## src/rtl/memory_stage_if.sv

```systemverilog
// Data-memory bus between the MEM pipeline stage (master) and the data memory (slave).
// Handshake: the master raises dmem_req with dmem_we/addr/be/wdata and holds them stable until
// the slave pulses dmem_ack for exactly one cycle. The slave drives dmem_rdata in that cycle.
interface memory_stage_if;
    logic        dmem_req;
    logic        dmem_we;
    logic [31:0] dmem_addr;
    logic [3:0]  dmem_be;
    logic [31:0] dmem_wdata;
    logic [31:0] dmem_rdata;
    logic        dmem_ack;

    modport master (
        output dmem_req, dmem_we, dmem_addr, dmem_be, dmem_wdata,
        input  dmem_rdata, dmem_ack
    );

    modport slave (
        input  dmem_req, dmem_we, dmem_addr, dmem_be, dmem_wdata,
        output dmem_rdata, dmem_ack
    );
endinterface

```

## src/rtl/memory_stage.sv

```systemverilog
// MEM pipeline stage: issues loads/stores on the dmem bus, stalls upstream until ack, feeds MEM/WB.
// Define MEM_ALIGN_CHECK_EN to trap misaligned halfword/word accesses instead of truncating them.
module memory_stage (
    input  logic             clk,
    input  logic             rst,
    input  logic [4:0]       dest_addr,
    input  logic             write_or_not,
    input  logic [31:0]      wdata,
    input  logic [3:0]       mem_op,
    input  logic [31:0]      store_data,
    memory_stage_if.master   dmem,
    output logic             stall_req,
    output logic [4:0]       dest_addr_output,
    output logic             write_or_not_output,
    output logic [31:0]      wdata_output,
    output logic             align_exc,
    output logic             state_dbg
);
    localparam logic [3:0] OP_LB = 4'd1, OP_LBU = 4'd2, OP_LH = 4'd3, OP_LHU = 4'd4,
                           OP_LW = 4'd5, OP_SB = 4'd6, OP_SH = 4'd7, OP_SW = 4'd8;

    typedef enum logic {IDLE, BUSY} state_t;
    state_t state_q, state_d;

    logic        req_q, req_d, we_q, we_d;
    logic [31:0] addr_q, addr_d, mwdata_q, mwdata_d;
    logic [3:0]  be_q, be_d, op_q, op_d;
    logic [1:0]  lo_q, lo_d;
    logic [4:0]  dest_q, dest_d, dout_q, dout_d;
    logic        wen_q, wen_d, wout_q, wout_d, exc_q, exc_d;
    logic [31:0] alu_q, alu_d, rout_q, rout_d;

    logic        is_load, is_store, is_half, is_word, mem_valid, align_hit;
    logic [1:0]  lo_t;
    logic [3:0]  be_t;
    logic [31:0] wd_t, load_val;
    logic [7:0]  rbyte;
    logic [15:0] rhalf;

    always_comb begin
        is_load  = (mem_op >= OP_LB) && (mem_op <= OP_LW);
        is_store = (mem_op >= OP_SB) && (mem_op <= OP_SW);
        is_half  = (mem_op == OP_LH) || (mem_op == OP_LHU) || (mem_op == OP_SH);
        is_word  = (mem_op == OP_LW) || (mem_op == OP_SW);
`ifdef MEM_ALIGN_CHECK_EN
        align_hit = (is_half && wdata[0]) || (is_word && (wdata[1:0] != 2'b00));
        mem_valid = (is_load || is_store) && !align_hit;
`else
        align_hit = 1'b0;
        mem_valid = is_load || is_store;
`endif
        // Without the check, sub-word offsets are truncated to the access-size boundary.
        lo_t = is_word ? 2'b00 : (is_half ? {wdata[1], 1'b0} : wdata[1:0]);
        be_t = 4'b1111;
        wd_t = 32'h0;
        case (mem_op)
            OP_SB:   begin be_t = 4'b0001 << lo_t; wd_t = {4{store_data[7:0]}}; end
            OP_SH:   begin be_t = lo_t[1] ? 4'b1100 : 4'b0011; wd_t = {2{store_data[15:0]}}; end
            OP_SW:   wd_t = store_data;
            default: ;
        endcase
    end

    always_comb begin
        case (lo_q)
            2'd0:    rbyte = dmem.dmem_rdata[7:0];
            2'd1:    rbyte = dmem.dmem_rdata[15:8];
            2'd2:    rbyte = dmem.dmem_rdata[23:16];
            default: rbyte = dmem.dmem_rdata[31:24];
        endcase
        rhalf = lo_q[1] ? dmem.dmem_rdata[31:16] : dmem.dmem_rdata[15:0];
        case (op_q)
            OP_LB:   load_val = {{24{rbyte[7]}}, rbyte};
            OP_LBU:  load_val = {24'h0, rbyte};
            OP_LH:   load_val = {{16{rhalf[15]}}, rhalf};
            OP_LHU:  load_val = {16'h0, rhalf};
            default: load_val = dmem.dmem_rdata;
        endcase
    end

    always_comb begin
        state_d = state_q;
        req_d = req_q; we_d = we_q; addr_d = addr_q; be_d = be_q; mwdata_d = mwdata_q;
        op_d = op_q; lo_d = lo_q; dest_d = dest_q; wen_d = wen_q; alu_d = alu_q;
        dout_d = 5'd0; wout_d = 1'b0; rout_d = 32'h0; exc_d = 1'b0;
        stall_req = 1'b0;
        case (state_q)
            IDLE: begin
                stall_req = mem_valid;
                if (mem_valid) begin
                    state_d = BUSY;
                    req_d = 1'b1; we_d = is_store; addr_d = {wdata[31:2], 2'b00};
                    be_d = be_t; mwdata_d = wd_t;
                    op_d = mem_op; lo_d = lo_t; dest_d = dest_addr; wen_d = write_or_not; alu_d = wdata;
                end else if (align_hit) begin
                    exc_d = 1'b1; dout_d = dest_addr; rout_d = wdata;
                end else begin
                    dout_d = dest_addr; wout_d = write_or_not; rout_d = wdata;
                end
            end
            default: begin
                stall_req = !dmem.dmem_ack;
                if (dmem.dmem_ack) begin
                    state_d = IDLE;
                    req_d = 1'b0; we_d = 1'b0; addr_d = 32'h0; be_d = 4'h0; mwdata_d = 32'h0;
                    dout_d = dest_q;
                    wout_d = (op_q <= OP_LW) ? wen_q : 1'b0;
                    rout_d = (op_q <= OP_LW) ? load_val : alu_q;
                end
            end
        endcase
        // Reset wins over any in-flight access, including an ack in the same cycle.
        if (rst) begin
            state_d = IDLE;
            req_d = 1'b0; we_d = 1'b0; addr_d = 32'h0; be_d = 4'h0; mwdata_d = 32'h0;
            op_d = 4'h0; lo_d = 2'b00; dest_d = 5'd0; wen_d = 1'b0; alu_d = 32'h0;
            dout_d = 5'd0; wout_d = 1'b0; rout_d = 32'h0; exc_d = 1'b0;
        end
    end

    always_ff @(posedge clk) begin
        state_q <= state_d;
        req_q <= req_d; we_q <= we_d; addr_q <= addr_d; be_q <= be_d; mwdata_q <= mwdata_d;
        op_q <= op_d; lo_q <= lo_d; dest_q <= dest_d; wen_q <= wen_d; alu_q <= alu_d;
        dout_q <= dout_d; wout_q <= wout_d; rout_q <= rout_d; exc_q <= exc_d;
    end

    assign dmem.dmem_req        = req_q;
    assign dmem.dmem_we         = we_q;
    assign dmem.dmem_addr       = addr_q;
    assign dmem.dmem_be         = be_q;
    assign dmem.dmem_wdata      = mwdata_q;
    assign dest_addr_output     = dout_q;
    assign write_or_not_output  = wout_q;
    assign wdata_output         = rout_q;
`ifdef MEM_ALIGN_CHECK_EN
    assign align_exc            = exc_q;
`else
    assign align_exc            = 1'b0;
`endif
    assign state_dbg            = (state_q == BUSY);
endmodule
```

## src/flat_wrapper.sv

```systemverilog
// flat-port wrapper written by rule: the top's interface ports become plain ports
module memory_stage_flat 
  (clk, rst, dest_addr, write_or_not, wdata, mem_op, store_data, stall_req, dest_addr_output, write_or_not_output, wdata_output, align_exc, state_dbg, dmem_dmem_req, dmem_dmem_we, dmem_dmem_addr, dmem_dmem_be, dmem_dmem_wdata, dmem_dmem_rdata, dmem_dmem_ack);
  memory_stage_if dmem_i ();
  input  logic clk;
  input  logic rst;
  input  logic [4:0] dest_addr;
  input  logic write_or_not;
  input  logic [31:0] wdata;
  input  logic [3:0] mem_op;
  input  logic [31:0] store_data;
  output logic stall_req;
  output logic [4:0] dest_addr_output;
  output logic write_or_not_output;
  output logic [31:0] wdata_output;
  output logic align_exc;
  output logic state_dbg;
  output wire logic [$bits(dmem_i.dmem_req)-1:0] dmem_dmem_req;
  output wire logic [$bits(dmem_i.dmem_we)-1:0] dmem_dmem_we;
  output wire logic [$bits(dmem_i.dmem_addr)-1:0] dmem_dmem_addr;
  output wire logic [$bits(dmem_i.dmem_be)-1:0] dmem_dmem_be;
  output wire logic [$bits(dmem_i.dmem_wdata)-1:0] dmem_dmem_wdata;
  input wire logic [$bits(dmem_i.dmem_rdata)-1:0] dmem_dmem_rdata;
  input wire logic [$bits(dmem_i.dmem_ack)-1:0] dmem_dmem_ack;
  assign dmem_dmem_req = dmem_i.dmem_req;
  assign dmem_dmem_we = dmem_i.dmem_we;
  assign dmem_dmem_addr = dmem_i.dmem_addr;
  assign dmem_dmem_be = dmem_i.dmem_be;
  assign dmem_dmem_wdata = dmem_i.dmem_wdata;
  assign dmem_i.dmem_rdata = dmem_dmem_rdata;
  assign dmem_i.dmem_ack = dmem_dmem_ack;
  memory_stage u_core (.clk(clk), .rst(rst), .dest_addr(dest_addr), .write_or_not(write_or_not), .wdata(wdata), .mem_op(mem_op), .store_data(store_data), .dmem(dmem_i), .stall_req(stall_req), .dest_addr_output(dest_addr_output), .write_or_not_output(write_or_not_output), .wdata_output(wdata_output), .align_exc(align_exc), .state_dbg(state_dbg));
endmodule
```

## config.mk

```make
export PLATFORM = sky130hd
export DESIGN_NAME = memory_stage_flat
export DESIGN_NICKNAME = d
export VERILOG_FILES = /design/src/rtl/memory_stage_if.sv /design/src/rtl/memory_stage.sv /design/src/flat_wrapper.sv
export SDC_FILE = /design/constraint.sdc
export NUM_CORES = 1
export LEC_CHECK = 0
export BUFFER_PORTS_ARGS = -buffer_cell sky130_fd_sc_hd__clkbuf_2
export CAP_MARGIN = 0
export CORE_MARGIN = 4
export CORE_UTILIZATION = 54
export CTS_CLUSTER_DIAMETER = 50
export DETAILED_ROUTE_END_ITERATION = 7
export GPL_ROUTABILITY_DRIVEN = 0
export GPL_TIMING_DRIVEN = 0
export PLACE_DENSITY = 0.85
export SLEW_MARGIN = 20
export SYNTH_ARGS = -nofsm -noshare
export SYNTH_HDL_FRONTEND = slang
export SYNTH_SLANG_ARGS = --single-unit
```

## constraint.sdc

```tcl
create_clock -name clk -period 5.5 [get_ports clk]
set_input_delay 0.825 -clock clk [delete_from_list [all_inputs] [get_ports clk]]
set_output_delay 0.825 -clock clk [all_outputs]
set_load 0.005 [all_outputs]
```

==> reports/metrics.cfg <==
[synth]
muxShareOfSynthArea_pct=3.960
yosys.area_share.simple_pct=13.64
syn-instance-count=707
synth_top_family_by_area=compound AO/OA/AOI/OAI gates
yosysSeqAreaShare_pct=47.84
synth_edf_count=0
synthArstFlopShare_pct=0
syn_area_per_cell_um2=8.937
synth_xor_area_share_pct=0.4158
synth_top_area_share_pct=47.84
yosys_register_bits=151
synth_compound_area_share_pct=28.99
syn_area_um2=6319
synth_adder_area_share_pct=0
yosysTopAreaCell=dfxtp_1
yosysWarnings=0
synth.distinct_cells=53
ys.flop_type=dfxtp_1
yosys-top-cells-area=dfxtp_1 (48%), nand2_1 (6.5%), a22oi_1 (6.2%)

[critical_path]
cp.arrival_ns=2.41
crit_fanout=10
worst-setup-path-type=input port to primary output
crit_required_ns=4.68
cp-end-kind=primary output
cp-start-kind=input port

[route]
viasPerCell=5.949
drcViolationCount=0
vias=6538
m1WireLength_um=8303
routed.top_layer=met4
wl_per_cell_um=18.79
drt_iter0_drc=572
wl_met3_um=2067
drtPass1Iterations=5
finalWirelength_um=20650
ant_nets=0
wl_met2_um=9536

[power]
combinationalPowerShare_pct=15.0
internal-power_mw=2.112
p_total_mw=2.861
power_switching_mw=0.7490
p_sw_share_pct=26.18
p_seq_share_pct=42.0
clkPwrFrac_pct=43.0
leakagePower_nw=3.580
power.density_nw_per_um2=348.7
irDropWorstVdd_uv=235.9

[clock_tree]
cts.clk_slew.worst_paths_ns=0.06
cts_sinks=151
cts_made_buffers=17
cts_tree=yes
clock-root-buffer=clkbuf_16
clock_path_buffers=2
post_cts_buffers=0
cts_resized=0
cts_hold_buf=0
clock_latency_ns=0.42
htreeDepth=4

[floorplanning]
fp.coreArea_um2=11420
ioPinCount=220
die_y_um=116.2
row_count=39
die_area_um2=13500
start_util_pct=55.34
dieWidth_um=116.2

[timing]
period_minus_slack_ns=3.232
hold_viol=0
rsz0062_at_grt=false
relSlewSlack_pct=34.07
timing.fmax_ghz=0.3094
worst_clock_skew_ns=0.008360
setup_violations=0
worst_pin_slew_ns=0.9808
layout_worst_path_cycle_share_pct=58.76
slew_violations=0
fin_setup_tns_ns=0

[placement]
port_buffers=215
post-place-cells=1067
dpl.hpwl_um=15100

[final_layout]
drive_above_1_share_pct=30.33
final_cells=1099
diodes=0
area_delta_synth_final_pct=29.82
nNetsFinal=1052

[global_routing]
track_usage_pct=29.88
first_global_vias=5988
grt_max_degree=17
antenna_found_initial=0
globalRouteOverflowTotal=0
grt_pass1_wl_um=31370

[worst_hold_path]
hp-class=flip-flop to flip-flop

[run]
maxCapViolations=0

[status]
status=finished, final reports clean

layer usage:
metal,track usage [%],up-vias
met2,46.49,403
met3,8.031,60
li1,-,3063
met4,13.53,0
met1,39.07,3012
met5,0,-
state kept, by name (all words and copies together), names as in the netlist:
signal                      flops
u_core.alu_q                   32
u_core.dest_addr_output         5
u_core.dest_q                   5
u_core.dmem.dmem_addr          30
u_core.dmem.dmem_be             4
u_core.dmem.dmem_req            1
u_core.dmem.dmem_wdata         32
u_core.dmem.dmem_we             1
u_core.lo_q                     2
u_core.op_q                     4
u_core.state_dbg                1
u_core.wdata_output            32
u_core.wen_q                    1
u_core.write_or_not_output      1
placed cells by master, fill, tap and decap left out, types with 3 or more instances in the layout:
| master | synthesis | layout |
|---|---|---|
| clkbuf_2 | 0 | 215 |
| dfxtp_1 | 151 | 151 |
| nand2_1 | 109 | 109 |
| a21oi_1 | 61 | 61 |
| a22oi_1 | 52 | 52 |
| nor2_1 | 45 | 45 |
| a22o_1 | 40 | 40 |
| clkbuf_1 | 36 | 39 |
| o21ai_0 | 33 | 33 |
| o22ai_1 | 17 | 17 |
| clkbuf_16 | 0 | 17 |
| mux2_2 | 16 | 16 |
| o21ai_1 | 11 | 11 |
| a21o_1 | 11 | 11 |
| nor2b_1 | 10 | 10 |
| buf_6 | 8 | 8 |
| buf_2 | 8 | 8 |
| o211ai_1 | 8 | 8 |
| o221ai_1 | 8 | 8 |
| a221oi_1 | 8 | 8 |
| buf_1 | 7 | 7 |
| mux2i_1 | 7 | 7 |
| nor3_1 | 7 | 7 |
| nand3_1 | 4 | 4 |
| bufinv_16 | 0 | 4 |
| and2_1 | 3 | 3 |
| a32oi_1 | 3 | 3 |
| a311oi_1 | 3 | 3 |
| or3_1 | 3 | 3 |
| nand2b_1 | 3 | 3 |
| buf_4 | 3 | 3 |
| conb_1 | 1 | 3 |
worst max-delay path: stages:
cell and delay [ns]:
clkbuf_2 0.10, or4_4 0.54, and2_1 0.20, nor2_2 0.23
buf_2 0.30, nor2_1 0.06, clkbuf_2 0.13
power groups by stage:
stage	combinational (mW)	clock, mW	sequential, mW
after global routing	0.468	1.29	1.21
after floorplan	0.233	0	1.22
after CTS	0.424	1.23	1.20
after detailed placement	0.419	0	1.22
final	0.429	1.23	1.20
after global placement	0.413	0	1.22
through the flow:
stage | util (%) | hold WS, ns | instance area, µm² | setup WS [ns]
floorplan | - | 0.4332 | 6326 | 2.621
global placement | 66.39 | 0.4354 | 7581 | 2.300
detailed placement | 66.39 | 0.4443 | 7581 | 2.287
CTS | 71.84 | 0.4526 | 8203 | 2.282
global route | 71.84 | 0.4706 | 8203 | 2.196
finish | 71.84 | 0.4540 | 8203 | 2.268
synth_stat cells (all sizes together), types with 2 or more instances:
cell	instances
nor2	46
mux2	16
xnor2	2
or3	3
a311oi	3
nand2	109
a221oi	8
nor2b	10
o22ai	17
mux2i	7
o2bb2ai	2
clkbuf	36
dfxtp	151
a22o	40
inv	2
a21o	11
a21oi	61
nand2b	3
nor3	10
and2	3
o21ai	44
buf	26
o221ai	8
a22oi	52
nand3	4
a31oi	2
a31o	2
a32oi	3
a221o	2
o211ai	8
kinds of logic after synthesis:
logic type / count (synthesis)
flops: 151
compound gates: 270
simple gates: 195
other cells: 1
xor+xnor: 3
buf+inv: 64
mux: 23
path summary, 6_finish.rpt:
path,start,to,slack (ns),depth (start not counted)
min,u_core.alu_q[0],u_core.alu_q[0],0.45,2
max,mem_op[0],stall_req,2.27,7
min reg2reg,u_core.alu_q[0],u_core.alu_q[0],0.45,2
max reg2reg,u_core.state_dbg,u_core.wdata_output[22],2.98,6
area by class of cell:
| cell class | count | area, µm² |
|---|---|---|
| inverters | 2 | 7.507 |
| clock buffers | 21 | 450.4 |
| fillers | 920 | 3216 |
| repair buffers | 215 | 1076 |
| multi-input cells | 494 | 2982 |
| well taps | 143 | 178.9 |
| plain buffers | 62 | 314.1 |
| clock inverters | 11 | 171.4 |
| flip-flops and latches | 151 | 3023 |
Note: power is estimated with default switching activity, not from simulation.
